### config.mk
export PLATFORM = sky130hd
export DESIGN_NAME = vga_pattern_gen
export DESIGN_NICKNAME = d
export VERILOG_FILES = /design/src/rtl/vga_pkg.sv /design/src/rtl/vga_box_mover.sv /design/src/rtl/vga_pattern_gen.sv
export SDC_FILE = /design/constraint.sdc
export NUM_CORES = 1
export LEC_CHECK = 0
export ABC_AREA = 1
export CORE_UTILIZATION = 55
export DETAILED_ROUTE_END_ITERATION = 7
export PLACE_DENSITY_LB_ADDON = 0.05
export SYNTH_ARGS = -nofsm -noshare
export SYNTH_HDL_FRONTEND = slang
export SYNTH_SLANG_ARGS = --single-unit
### constraint.sdc
create_clock -name Clk -period 3.5 [get_ports Clk]
set_input_delay 0.525 -clock Clk [delete_from_list [all_inputs] [get_ports Clk]]
set_output_delay 0.525 -clock Clk [all_outputs]
set_load 0.01 [all_outputs]
### src/rtl/vga_pkg.sv
// Shared VGA definitions: active resolution, pattern mode encodings, bar colours
// and the per-axis bounce step used by the box mover.
package vga_pkg;

  // Active area shared with the timing controller's H/V data times.
  localparam int VGA_H_DATA = 800;
  localparam int VGA_V_DATA = 480;

  typedef enum logic [1:0] {
    MODE_BARS    = 2'd0,
    MODE_CHECKER = 2'd1,
    MODE_GRID    = 2'd2,
    MODE_BOX     = 2'd3
  } mode_e;

  localparam logic [23:0] RGB_WHITE   = 24'hFFFFFF;
  localparam logic [23:0] RGB_YELLOW  = 24'hFFFF00;
  localparam logic [23:0] RGB_CYAN    = 24'h00FFFF;
  localparam logic [23:0] RGB_GREEN   = 24'h00FF00;
  localparam logic [23:0] RGB_MAGENTA = 24'hFF00FF;
  localparam logic [23:0] RGB_RED     = 24'hFF0000;
  localparam logic [23:0] RGB_BLUE    = 24'h0000FF;
  localparam logic [23:0] RGB_BLACK   = 24'h000000;

  // One bouncing axis: position plus direction (neg=1 means moving towards 0).
  typedef struct packed {
    logic [10:0] pos;
    logic        neg;
  } axis_t;

  function automatic logic [23:0] bar_colour(input logic [2:0] idx);
    case (idx)
      3'd0:    return RGB_WHITE;
      3'd1:    return RGB_YELLOW;
      3'd2:    return RGB_CYAN;
      3'd3:    return RGB_GREEN;
      3'd4:    return RGB_MAGENTA;
      3'd5:    return RGB_RED;
      3'd6:    return RGB_BLUE;
      default: return RGB_BLACK;
    endcase
  endfunction

  // Sums are formed at 12 bits so pos+size+step cannot wrap.
  function automatic axis_t axis_step(input axis_t a, input int active,
                                      input int size, input int step);
    axis_t       r;
    logic [11:0] p12;
    r   = a;
    p12 = {1'b0, a.pos};
    if (!a.neg) begin
      if (p12 + 12'(size) + 12'(step) > 12'(active)) begin
        r.neg = 1'b1;
        r.pos = a.pos - 11'(step);
      end else begin
        r.pos = a.pos + 11'(step);
      end
    end else begin
      if (p12 < 12'(step)) begin
        r.neg = 1'b0;
        r.pos = a.pos + 11'(step);
      end else begin
        r.pos = a.pos - 11'(step);
      end
    end
    return r;
  endfunction

endpackage

### src/rtl/vga_box_mover.sv
// Bouncing-box position: both axes advance once per Frame_Start, reversing
// before any edge of the box would leave the active area.
module vga_box_mover
  import vga_pkg::*;
#(
  parameter int H_ACTIVE = VGA_H_DATA,
  parameter int V_ACTIVE = VGA_V_DATA,
  parameter int BOX_SIZE = 64,
  parameter int BOX_STEP = 2
) (
  input  logic        Clk,
  input  logic        Reset,
  input  logic        Frame_Start,
  output logic [10:0] Box_X,
  output logic [10:0] Box_Y
);

  axis_t ax, ay;

  always_ff @(posedge Clk) begin
    if (Reset) begin
      ax <= '0;
      ay <= '0;
    end else if (Frame_Start) begin
      ax <= axis_step(ax, H_ACTIVE, BOX_SIZE, BOX_STEP);
      ay <= axis_step(ay, V_ACTIVE, BOX_SIZE, BOX_STEP);
    end
  end

  assign Box_X = ax.pos;
  assign Box_Y = ay.pos;

endmodule

### src/rtl/vga_pattern_gen.sv
// Test-pattern pixel source: tracks the raster from Data_Req pulses, aligns to
// VGA_VS and decodes bars / checker / grid / box colours from registered state.
module vga_pattern_gen
  import vga_pkg::*;
#(
  parameter int H_ACTIVE    = VGA_H_DATA,
  parameter int V_ACTIVE    = VGA_V_DATA,
  parameter int CHECK_SHIFT = 5,
  parameter int BOX_SIZE    = 64,
  parameter int BOX_STEP    = 2
) (
  input  logic        Clk,
  input  logic        Reset,
  input  logic [1:0]  Mode,
  input  logic        Data_Req,
  input  logic        VGA_VS,
  output logic [23:0] DATA,
  output logic [10:0] Pix_X,
  output logic [10:0] Pix_Y,
  output logic        Frame_Start,
  output logic        Overrun
);

  localparam int          BAR_W     = H_ACTIVE / 8;
  localparam logic [10:0] X_LAST    = 11'(H_ACTIVE - 1);
  localparam logic [10:0] Y_LAST    = 11'(V_ACTIVE - 1);
  localparam logic [10:0] BAR_LAST  = 11'(BAR_W - 1);
  localparam logic [10:0] CELL_MASK = 11'((1 << CHECK_SHIFT) - 1);
  localparam logic [11:0] Y_END     = 12'(V_ACTIVE);
  localparam logic [11:0] BOX_LEN   = 12'(BOX_SIZE);

  logic [10:0] x, y;
  logic [10:0] bar_cnt;
  logic [2:0]  bar_idx;
  mode_e       mode_r;
  logic        vs_d;
  logic        overrun;
  logic [10:0] box_x, box_y;
  logic        y_end;
  logic        in_box;
  logic        grid_on;
  logic [23:0] data_c;

  assign Frame_Start = vs_d & ~VGA_VS;
  assign y_end       = {1'b0, y} >= Y_END;

  vga_box_mover #(
    .H_ACTIVE (H_ACTIVE),
    .V_ACTIVE (V_ACTIVE),
    .BOX_SIZE (BOX_SIZE),
    .BOX_STEP (BOX_STEP)
  ) u_box (
    .Clk         (Clk),
    .Reset       (Reset),
    .Frame_Start (Frame_Start),
    .Box_X       (box_x),
    .Box_Y       (box_y)
  );

  // NOTE: reset is synchronous and all state uses non-blocking assignments, so
  // every register in this block samples the values from before the edge.
  always_ff @(posedge Clk) begin
    if (Reset) begin
      x       <= '0;
      y       <= '0;
      bar_cnt <= '0;
      bar_idx <= '0;
      mode_r  <= MODE_BARS;
      vs_d    <= 1'b0;
      overrun <= 1'b0;
    end else begin
      vs_d <= VGA_VS;
      if (Frame_Start) begin
        // A request coincident with frame start is dropped deliberately.
        x       <= '0;
        y       <= '0;
        bar_cnt <= '0;
        bar_idx <= '0;
        mode_r  <= mode_e'(Mode);
        overrun <= 1'b0;
      end else if (Data_Req) begin
        if (y_end) begin
          overrun <= 1'b1;
        end else if (x == X_LAST) begin
          x       <= '0;
          y       <= y + 11'd1;
          bar_cnt <= '0;
          bar_idx <= '0;
        end else begin
          x <= x + 11'd1;
          if (bar_cnt == BAR_LAST) begin
            bar_cnt <= '0;
            if (bar_idx != 3'd7) bar_idx <= bar_idx + 3'd1;
          end else begin
            bar_cnt <= bar_cnt + 11'd1;
          end
        end
      end
    end
  end

  assign in_box = ({1'b0, x} >= {1'b0, box_x}) && ({1'b0, x} < {1'b0, box_x} + BOX_LEN) &&
                  ({1'b0, y} >= {1'b0, box_y}) && ({1'b0, y} < {1'b0, box_y} + BOX_LEN);

  assign grid_on = ((x & CELL_MASK) == 11'd0) || ((y & CELL_MASK) == 11'd0) ||
                   (x == X_LAST) || (y == Y_LAST);

  // NOTE: data_c gets a default before any branch so no path can infer a latch.
  always_comb begin
    data_c = RGB_BLACK;
    if (!y_end) begin
      case (mode_r)
        MODE_BARS:    data_c = bar_colour(bar_idx);
        MODE_CHECKER: data_c = (x[CHECK_SHIFT] ^ y[CHECK_SHIFT]) ? RGB_WHITE : RGB_BLACK;
        MODE_GRID:    data_c = grid_on ? RGB_WHITE : RGB_BLACK;
        MODE_BOX:     data_c = in_box ? RGB_RED : RGB_BLUE;
        default:      data_c = RGB_BLACK;
      endcase
    end
  end

  assign DATA    = data_c;
  assign Pix_X   = x;
  assign Pix_Y   = y;
  assign Overrun = overrun;

endmodule

==> results of run 1 <==
-- power by group through the flow --
stage	Clock [mW]	Sequential, mW	Combinational, mW
4_1_cts	0.715	0.723	0.146
5_1_grt	0.752	0.725	0.165
3_3_place_gp	0	0.740	0.143
6_report	0.711	0.723	0.147
2_1_floorplan	0	0.737	0.104
3_5_place_dp	0	0.740	0.146
-- final timing paths --
check | end
hold reg to reg | u_box.Box_Y[7]
hold / removal | u_box.Box_Y[7]
setup / recovery | DATA[6]
setup reg to reg | u_box.Box_Y[7]
-- critical path, cell delays in order, from the launching register on --
cell	delay, ps
dfxtp_1	350
inv_1	60
ha_1	310
inv_1	70
ha_1	290
inv_1	50
nor3_1	160
nand2_1	80
nand2_1	60
nand2_1	40
nand2_1	50
nand2_1	40
nand2_1	50
nand2_1	80
nand3_1	90
nand2_1	100
a21oi_4	220
dlygate4sd2_1	300
-- cells in the final DEF, fill, tap and decap left out, drive strengths merged, types with 2 or more instances in the layout --
cell type / Yosys / routed
ha: 50 / 50
clkinv: 1 / 4
and3: 3 / 3
nand3b: 7 / 7
xnor2: 5 / 5
nor3: 25 / 25
nand4: 20 / 20
a21o: 4 / 4
inv: 108 / 108
nor2: 79 / 79
buf: 28 / 16
o211ai: 2 / 2
a211oi: 3 / 3
clkbuf: 8 / 19
xor2: 23 / 23
a22o: 2 / 2
clkdlybuf4s15: 0 / 3
dfxtp: 62 / 62
dlygate4sd2: 0 / 4
a21oi: 54 / 54
nor4: 6 / 6
nand3: 74 / 74
o21a: 2 / 2
clkdlybuf4s50: 0 / 37
nor3b: 3 / 3
a31oi: 2 / 2
o21ai: 28 / 28
bufinv: 0 / 2
nand2: 181 / 181
-- logic make-up (layout without fill, tap and decap cells) --
| family | after synthesis | in the layout |
|---|---|---|
| and+or+nand+nor | 400 | 400 |
| buffers and inverters | 145 | 194 |
| AOI/OAI and AO/OA | 101 | 101 |
| DFF | 62 | 62 |
| adders and majority gates | 50 | 50 |
| xor gates and xnor gates | 28 | 28 |
-- registers in the layout, indices dropped and copies added, names as in the netlist --
name	flops
bar_cnt	11
Pix_Y	11
Overrun	1
bar_idx	3
u_box.ax	1
Pix_X	11
u_box.ay	1
vs_d	1
u_box.Box_Y	10
mode_r	2
u_box.Box_X	10
-- area by class of cell --
class / instances / area [µm²]
multi-input cells: 579 / 3288
fillers: 830 / 2995
flip-flops and latches: 62 / 1249
repair buffers: 69 / 600.6
inverters: 109 / 409.1
well taps: 108 / 135.1
clock buffers: 10 / 127.6
clock inverters: 6 / 86.33
-- metal layers --
metal / wire, µm / GRT usage, %
met5: 0 / 0
met4: 187 / 9.874
met3: 775 / 6.170
met2: 6527 / 51.84
met1: 6046 / 36.27
-- Yosys cell counts (4+ instances only) --
cell type / n
clkbuf_1: 7
a21o_1: 4
inv_1: 105
buf_2: 5
o21ai_0: 28
nor2_2: 7
buf_4: 23
nand3b_1: 7
dfxtp_1: 62
nand3_1: 72
nand4_1: 19
ha_1: 50
xnor2_1: 5
xor2_1: 23
nor2_1: 71
nor4_1: 6
nand2_1: 176
a21oi_1: 53
nor3_1: 23
-- timing repair --
| action | CTS | global route |
|---|---|---|
| pin swaps | 0 | 2 |
| setup endpoints to repair | 16 | 15 |
| resized for setup | 24 | 25 |
==> impl_results.md, run 1 <==
- Overall routed net length: 13.54 mm
- Synth Area in Adders: 12.17%
- Critical-path maximum fanout: 8
- Wire length of the first global-routing pass: 23.03 mm
- Area post-placement: 5697 µm²
- Sequential area share after synthesis: 24.15%
- CTS HTree Levels: 3
- P_leak: 2.737 nW
- Proportion of synthesized area in mux cells: 0%
- Count of state elements after synthesis: 62
- Switching power: 414.5 µW
- Share of final-layout standard cells stronger than drive strength 1: 8.623%
- Switching part of the total power: 26.21%
- Finish-stage setup viols: 0
- Port-buffer cells: 53
- Total number of nets in the final design: 886
- Final standard cell area without fillers: 5896 µm²
- Cell taking the most area after synthesis: dfxtp_1
- Routed Antenna Nets: 0
- Crit Path Class: reg2out
- Cell area power density: 268.3 nW/µm²
- Initial standard-cell utilization of the core: 57.81%
- Xor and xnor area share after synthesis: 4.771%
- Setup repair after global routing missed its margin: yes
- CTS clock-pin slew for the worst setup and hold paths: 70 ps
- CTS tree: yes
- HPWL after detailed placement: 10.31 mm
- Die height: 98.67 µm
- Synth Area per Inst: 6.539 µm²
- Run status: completed
- FMAX: 304.9 MHz
- Worst vdd rail ir drop: 0.0002416 V
- Sum of negative setup slack: 0 ps
- Number of hold-repair buffers added at the cts stage: 0
- Antenna Cells: 0
- Pwr Total: 1.582 mW
- # clock sinks: 62
- Combinational group share of total power: 9.3%
- Share of synthesized cell area in and, or, nand and nor gates: 35.61%
- Start of the worst register-to-register path: u_box.Box_Y[1]
- Chip width: 98.67 µm
- Num rows: 34
- Area of the die: 9736 µm²
- Worst-case hold slack: 478.0 ps
- Final Hold Fails: 0
- Final clock period utilization by the worst path: 93.72%
- Worst-skew pair later-pin latency: 370 ps
- Gate count of the mapped netlist: 786
- Proportion of netlist area held by the largest area contributor: 24.15%
- Cell depth of the worst min-delay path: 2
- Combined area of all synthesized cells: 5140 µm²
- CP arrival: 2760 ps
- Launch point of the worst hold path: u_box.Box_Y[7]
- Internal power: 1.167 mW
- Number of distinct library cells after synthesis: 43
- Cell count after placement: 927
- Pin count of the biggest net entering global routing: 27
- Placeable core area: 8891 µm²
- Drt drc: 0
- Iter 0 DRT Violations: 208
- Combined global-route utilization of all metal layers: 29.64%
- Count of buffers added by post-CTS timing repair for setup: 0
- Largest family of logic cells by synthesized area: simple AND/OR/NAND/NOR gates
- Total congestion overflow: 0
- Most used flip-flop cell after synthesis: dfxtp_1
- Worst slack at placement: 48.02 ps
- Mean routed wirelength per cell: 14.36 µm
- Area growth from synthesis to layout: 14.70%
- Fraction of power consumed by the clock network: 45.0%
- Synth top area cells: dfxtp_1, nand2_1, ha_1
- Synth async-reset ratio: 0%
- Reg power frac: 45.7%
- Final Slew Violations: 0
- Min cycle time layout: 3280 ps
- Setup slack, reg-to-reg: 1150 ps
- Post-route core utilization: 66.31%
- Vias per Instance: 5.489
- Nature of the critical path endpoint: output pin
- MaxCap Viol Count: 0
- Logic depth of the worst register-to-register path: 13
- Remaining max-slew budget at the tightest pin: 56.72%
- Number of vias in the routed layout: 5176
- Buffer type at the clock tree root: clkbuf_8
- Via count of the first global-routing pass: 4980
- Total CTS buffers: 9
- Antenna violations before repair: 0
- Maximum clock path buffer count: 2
- Clock Skews: 5.194 ps
- Class of the tightest hold or removal check: reg2reg
- Non-Filler Instances: 943
- Tightest Pin Transition: 646.7 ps
- Net count of the mapped netlist: 842
- Number of warnings issued by yosys: 0
- Critical path startpoint: u_box.Box_X[6]
- Data required time at the worst endpoint: 2970 ps
- Compound-cell area share of the yosys netlist: 10.88%
- Final weighted congestion in routability-driven placement: 0.8917
- Critical path launch point type: flop
- Post-layout worst setup margin: 219.9 ps
- Number of top-level design ports: 54
- Count of flip-flops with a built-in enable after synthesis: 0
- TritonRoute pass-1 iters: 5
Note: power is estimated with default switching activity, not from simulation.
==> run 2: changes to the inputs <==
CORE_ASPECT_RATIO = 1.75   (was default)
CTS_BUF_LIST = sky130_fd_sc_hd__clkbuf_4 sky130_fd_sc_hd__clkbuf_8   (was default)
==> impl_results.md, run 2 (synthesis results as in run 1) <==
- Run status: completed
- Vias per Instance: 5.456
- Critical-path maximum fanout: 8
- Worst-skew pair later-pin latency: 360 ps
- CTS HTree Levels: 3
- Mean routed wirelength per cell: 14.32 µm
- Number of vias in the routed layout: 5216
- MaxCap Viol Count: 0
- # clock sinks: 62
- Most common library cell in the layout ignoring fill and taps: nand2_1
- Number of top-level design ports: 54
- Met2 Usage GRT: 56.86%
- FMAX: 302.4 MHz
- Drt drc: 0
- Layer with the highest usage after global routing: met2
- Commonest non-fill, non-tap cells in the layout: nand2_1, inv_1, nand3_1
- Maximum clock path buffer count: 2
- Met3 track utilization from global routing: 5.792%
- Total number of nets in the final design: 887
- Nature of the critical path endpoint: output pin
- Class of the tightest hold or removal check: reg2reg
- Worst vdd rail ir drop: 0.0003602 V
- Iter 0 DRT Violations: 218
- Final clock period utilization by the worst path: 94.50%
- Antenna Cells: 0
- Final weighted congestion in routability-driven placement: 0.9200
- P_leak: 2.762 nW
- Data required time at the worst endpoint: 2970 ps
- Chip width: 75.08 µm
- Finish-stage setup viols: 0
- Critical path launch point type: flop
- Footprint of the flip-flops and latches: 1247 µm²
- Delay of the slowest cell on the worst path: 490 ps
- Port-buffer cells: 53
- Post-route core utilization: 65.30%
- Remaining max-slew budget at the tightest pin: 60.73%
- Combined global-route utilization of all metal layers: 30.04%
- End point of the critical path: DATA[19]
- Tightest Pin Transition: 588.4 ps
- HPWL after detailed placement: 10.71 mm
- Most used cell, CP: nand2_1
- Placeable core area: 9094 µm²
- Initial standard-cell utilization of the core: 56.52%
- Via count of the first global-routing pass: 5059
- TritonRoute pass-1 iters: 6
- Overall routed net length: 13.69 mm
- Cell area power density: 281.7 nW/µm²
- Logic depth of the worst register-to-register path: 10
- Total area of multi-input combinational cells: 3267 µm²
- Buffer type at the clock tree root: clkbuf_8
- Die height: 129.9 µm
- Clock Skews: 6.328 ps
- Start of the worst register-to-register path: Pix_Y[6]
- Min cycle time layout: 3307 ps
- Sum of negative setup slack: 0 ps
- Total CTS buffers: 9
- Pin count of the biggest net entering global routing: 27
- Routed Antenna Nets: 0
- Final Hold Fails: 0
- Area of the die: 9751 µm²
- Critical path startpoint: u_box.Box_Y[9]
- CP cell instances: inv_1, o21ai_0, nand2_1, ha_1, a21o_1, nand3_1, nand2_1, nor2_1, nand2_1, nor2_2, nand4_1, a21oi_2, buf_4, clkdlybuf4s15_1
- Area post-placement: 5719 µm²
- Area growth from synthesis to layout: 15.53%
- Wire length of the first global-routing pass: 22.37 mm
- Filler instances: 921
- Cell with the biggest individual delay on the critical path: dfxtp_1
- Setup slack, reg-to-reg: 1200 ps
- Setup repair after global routing missed its margin: no
- Final Slew Violations: 0
- Crit Path Class: reg2out
- Met1 Resource Use GR: 30.37%
- Total congestion overflow: 0
- CTS clock-pin slew for the worst setup and hold paths: 70 ps
- CP arrival: 2780 ps
- Antenna violations before repair: 0
- Share of final-layout standard cells stronger than drive strength 1: 8.134%
- Final standard cell area without fillers: 5938 µm²
- Num rows: 46
- CTS tree: yes
- Endpoint of the worst register-to-register path: Pix_Y[6]
[run 2: cell count changes in the layout (fill, tap and decap cells not counted), sizes merged]
| cell | change |
|---|---|
| clkdlybuf4s15 | +5 |
| buf | +1 |
| dlygate4sd2 | -4 |
| clkbuf | -1 |
| bufinv | +1 |
| clkinvlp | -1 |
[run 2: through the flow]
step           power (mW)  hold slack, ps  std cells  setup slack, ps
3_3_place_gp       0.8857           452.0        940            261.0
5_1_grt             1.731           526.5        956            8.433
6_report            1.673           490.2        956            192.7
4_1_cts             1.682           493.0        956            134.9
3_5_place_dp       0.8892           482.3        940            138.3
2_1_floorplan      0.8418           462.3        786            416.9
[run 2: metal layers]
metal	up-vias	routed length, µm
li1	2641	-
met1	2429	5364
met2	112	7434
met3	34	452
met4	0	439
met5	-	0
[run 2: report_power, final]
| part | leakage [nW] | switching [mW] | internal (mW) | total (mW) |
|---|---|---|---|---|
| Combinational | 2.13 | 0.0940 | 0.0558 | 0.150 |
| Clock | 0.126 | 0.310 | 0.491 | 0.801 |
| Sequential | 0.503 | 0.00948 | 0.713 | 0.722 |
| Total | 2.76 | 0.413 | 1.26 | 1.67 |
[run 2: area by class of cell]
type	instances	share of cell area (%)
Inverter	109	6.890
Clock inverter	6	1.833
Sequential cell	62	21.01
Tap cell	120	2.528
Clock buffer	10	2.318
Multi-Input combinational cell	579	55.01
Timing Repair Buffer	70	10.41
[run 2: worst max-delay path, delay by kind of cell (launching register included)]
| family | cells | cell delay, ps |
|---|---|---|
| fa+ha+maj | 1 | 310 |
| simple gates | 7 | 650 |
| buf+inv | 3 | 550 |
| compound gates | 3 | 430 |
| flops | 1 | 490 |
[run 2: how the worst min path moves through the flow]
stage                        start              to  slack (ps)  cells past startpoint
finish                     Overrun         Overrun         490                      2
global route        u_box.Box_Y[7]  u_box.Box_Y[7]         530                      2
CTS                     bar_cnt[1]      bar_cnt[1]         490                      2
detailed placement      bar_cnt[1]      bar_cnt[1]         480                      2
global placement           Overrun         Overrun         450                      2
floorplan               bar_cnt[1]      bar_cnt[1]         460                      2
[run 2: repair_timing]
action                     4_1_cts  5_1_grt
buffers inserted                 0        0
setup endpoints to repair       16       16
hold buffers                     0        0
gates resized for setup         21       25
==> run 3: changes to the inputs <==
ABC_AREA = default   (was 1)
clock period = 4.3 ns   (was 3.5 ns; I/O delays follow)
==> impl_results.md, run 3 <==
- Run status: completed
- Count of flip-flops with a built-in enable after synthesis: 0
- Routed Antenna Nets: 0
- Drt drc: 0
- Data required time at the worst endpoint: 3650 ps
- Launch point of the worst hold path: Overrun
- Critical path launch point type: flop
- Fraction of power consumed by the clock network: 44.7%
- Combinational group share of total power: 7.7%
- Worst-skew pair later-pin latency: 360 ps
- Number of hold-repair buffers added at the cts stage: 0
- Cell with the most instances after synthesis: nor2_1
- Worst vdd rail ir drop: 0.0001556 V
- Placeable core area: 8615 µm²
- CTS clock-pin slew for the worst setup and hold paths: 80 ps
- Nature of the critical path endpoint: output pin
- Area growth from synthesis to layout: 15.59%
- Total number of nets in the final design: 698
- Area of the die: 9224 µm²
- Critical path startpoint: u_box.Box_X[6]
- Final weighted congestion in routability-driven placement: 0.9092
- Combined area of all synthesized cells: 4856 µm²
- Synth top area cells: dfxtp_1, ha_1, nor2_1
- Sequential area share after synthesis: 25.56%
- Setup slack, reg-to-reg: 980 ps
- Via count of the first global-routing pass: 4349
- Most used flip-flop cell after synthesis: dfxtp_1
- Post-route core utilization: 65.16%
- Commonest non-fill, non-tap cells in the layout: nor2_1, dfxtp_1, ha_1
- # clock sinks: 62
- Vias per Instance: 5.914
- Final Hold Fails: 0
- CP arrival: 3480 ps
- Maximum clock path buffer count: 2
- Synth async-reset ratio: 0%
- CTS HTree Levels: 3
- Internal power: 895.0 µW
- Cell with the biggest individual delay on the critical path: or4_1
- Reg power frac: 47.5%
- Count of buffers added by post-CTS timing repair for setup: 0
- Sum of negative setup slack: 0 ps
- Mean routed wirelength per cell: 16.33 µm
- Crit Path Class: reg2out
- Share of final-layout standard cells stronger than drive strength 1: 10.05%
- HPWL after detailed placement: 9.526 mm
- P_leak: 2.183 nW
- Worst-case hold slack: 496.3 ps
- Number of warnings issued by yosys: 0
- Tightest Pin Transition: 754.8 ps
- Final clock period utilization by the worst path: 96.04%
- Number of instances resized during post-cts repair: 22
- Critical-path maximum fanout: 8
- Cell types with the highest counts after synthesis: nor2_1, dfxtp_1, ha_1
- Total CTS buffers: 9
- Clock Skews: 8.245 ps
- TritonRoute pass-1 iters: 8
- Delay of the slowest cell on the worst path: 520 ps
- Number of top-level design ports: 54
- CP cell instances: inv_2, ha_4, inv_1, ha_1, or4_1, o22a_1, maj3_2, a2111o_1, o32ai_2, buf_4, dlygate4sd2_1
- Finish-stage setup viols: 0
- Most common library cell in the layout ignoring fill and taps: nor2_1
- Count of state elements after synthesis: 62
- Wire length of the first global-routing pass: 20.82 mm
- Switching power: 341.5 µW
- Num rows: 45
- Antenna violations before repair: 0
- Switching part of the total power: 27.62%
- Chip width: 73.03 µm
- FMAX: 242.1 MHz
- Final Slew Violations: 0
- Class of the tightest hold or removal check: reg2reg
- Remaining max-slew budget at the tightest pin: 49.34%
- Total congestion overflow: 0
- MaxCap Viol Count: 0
- Start of the worst register-to-register path: u_box.Box_Y[7]
- Overall routed net length: 12.47 mm
- Number of distinct library cells after synthesis: 74
- Gate count of the mapped netlist: 604
- Setup repair after global routing missed its margin: no
- Antenna Cells: 0
- Die height: 126.3 µm
- Combined global-route utilization of all metal layers: 28.83%
- Number of vias in the routed layout: 4518
- Cell area power density: 220.3 nW/µm²
- Buffer type at the clock tree root: clkbuf_8
- Synth Area per Inst: 8.040 µm²
- Port-buffer cells: 53
- Min cycle time layout: 4130 ps
- Initial standard-cell utilization of the core: 56.37%
- Cell taking the most area after synthesis: dfxtp_1
- CTS tree: yes
- Proportion of netlist area held by the largest area contributor: 25.56%
- Net count of the mapped netlist: 660
- Iter 0 DRT Violations: 513
- Pin count of the biggest net entering global routing: 28
-- run 3: changes by cell type after synthesis, moves of 8 or more --
cell,delta
nor4_1,+8
nor3_1,-11
a21oi_1,-27
xnor2_1,+12
and3_1,+11
mux2i_1,+8
or3_1,+8
nand3_1,-47
nand2_1,-132
inv_1,-69
-- run 3: layer usage --
| layer | up-vias | GRT usage [%] | part of all wire [%] |
|---|---|---|---|
| li1 | 2233 | - | - |
| met2 | 149 | 50.00 | 51 |
| met4 | 0 | 13.15 | 2.6 |
| met3 | 27 | 4.289 | 4.6 |
| met1 | 2109 | 34.08 | 42 |
| met5 | - | 0 | 0 |
-- run 3: final timing paths --
check                                      end  cells after the start
worst max-delay path                  DATA[23]                     11
worst min-delay path                   Overrun                      2
worst max register to register  u_box.Box_Y[4]                      9
worst min register to register         Overrun                      2
-- run 3: power groups by stage --
| stage | registers [mW] | logic [mW] | clock network, mW |
|---|---|---|---|
| after floorplan | 0.599 | 0.0670 | 0 |
| final | 0.588 | 0.0955 | 0.553 |
| after global routing | 0.589 | 0.106 | 0.585 |
| after global placement | 0.601 | 0.0933 | 0 |
| after CTS | 0.588 | 0.0957 | 0.564 |
| after detailed placement | 0.601 | 0.0950 | 0 |
-- run 3: cell families (layout without fill, tap and decap cells) --
logic type,after synthesis,in the layout,synth area share (%)
compound gates,112,112,16.03
xor+xnor,37,37,7.060
fa+ha+maj,51,51,13.09
buf+inv,80,123,8.735
flops,62,62,25.56
mux,19,19,4.200
simple gates,243,243,25.33
-- run 3: area by class of cell --
type                    count  area, µm²
clock buffers               9      123.9
repair buffers             68      625.6
inverters                  39      146.4
multi-input cells         462       3244
fillers                   762       3002
well taps                 117      146.4
flip-flops and latches     62       1245
clock inverters             7      81.33
-- run 3: through the flow --
| step | worst slack [ps] | power [mW] | instances | area, µm² |
|---|---|---|---|---|
| after floorplan | 246.5 | 0.6664 | 604 | 4863 |
| after global placement | 136.2 | 0.6941 | 748 | 5375 |
| after detailed placement | -36.24 | 0.6963 | 748 | 5375 |
| after CTS | 18.98 | 1.247 | 764 | 5588 |
| after global routing | 4.794 | 1.281 | 764 | 5613 |
| final | 170.3 | 1.236 | 764 | 5613 |
-- run 3: critical path: cells and delay by family, from the launching register on --
| kind | cells | cell delay [ps] |
|---|---|---|
| flops | 1 | 400 |
| simple gates | 1 | 520 |
| compound gates | 3 | 800 |
| buf+inv | 4 | 590 |
| fa+ha+maj | 3 | 810 |
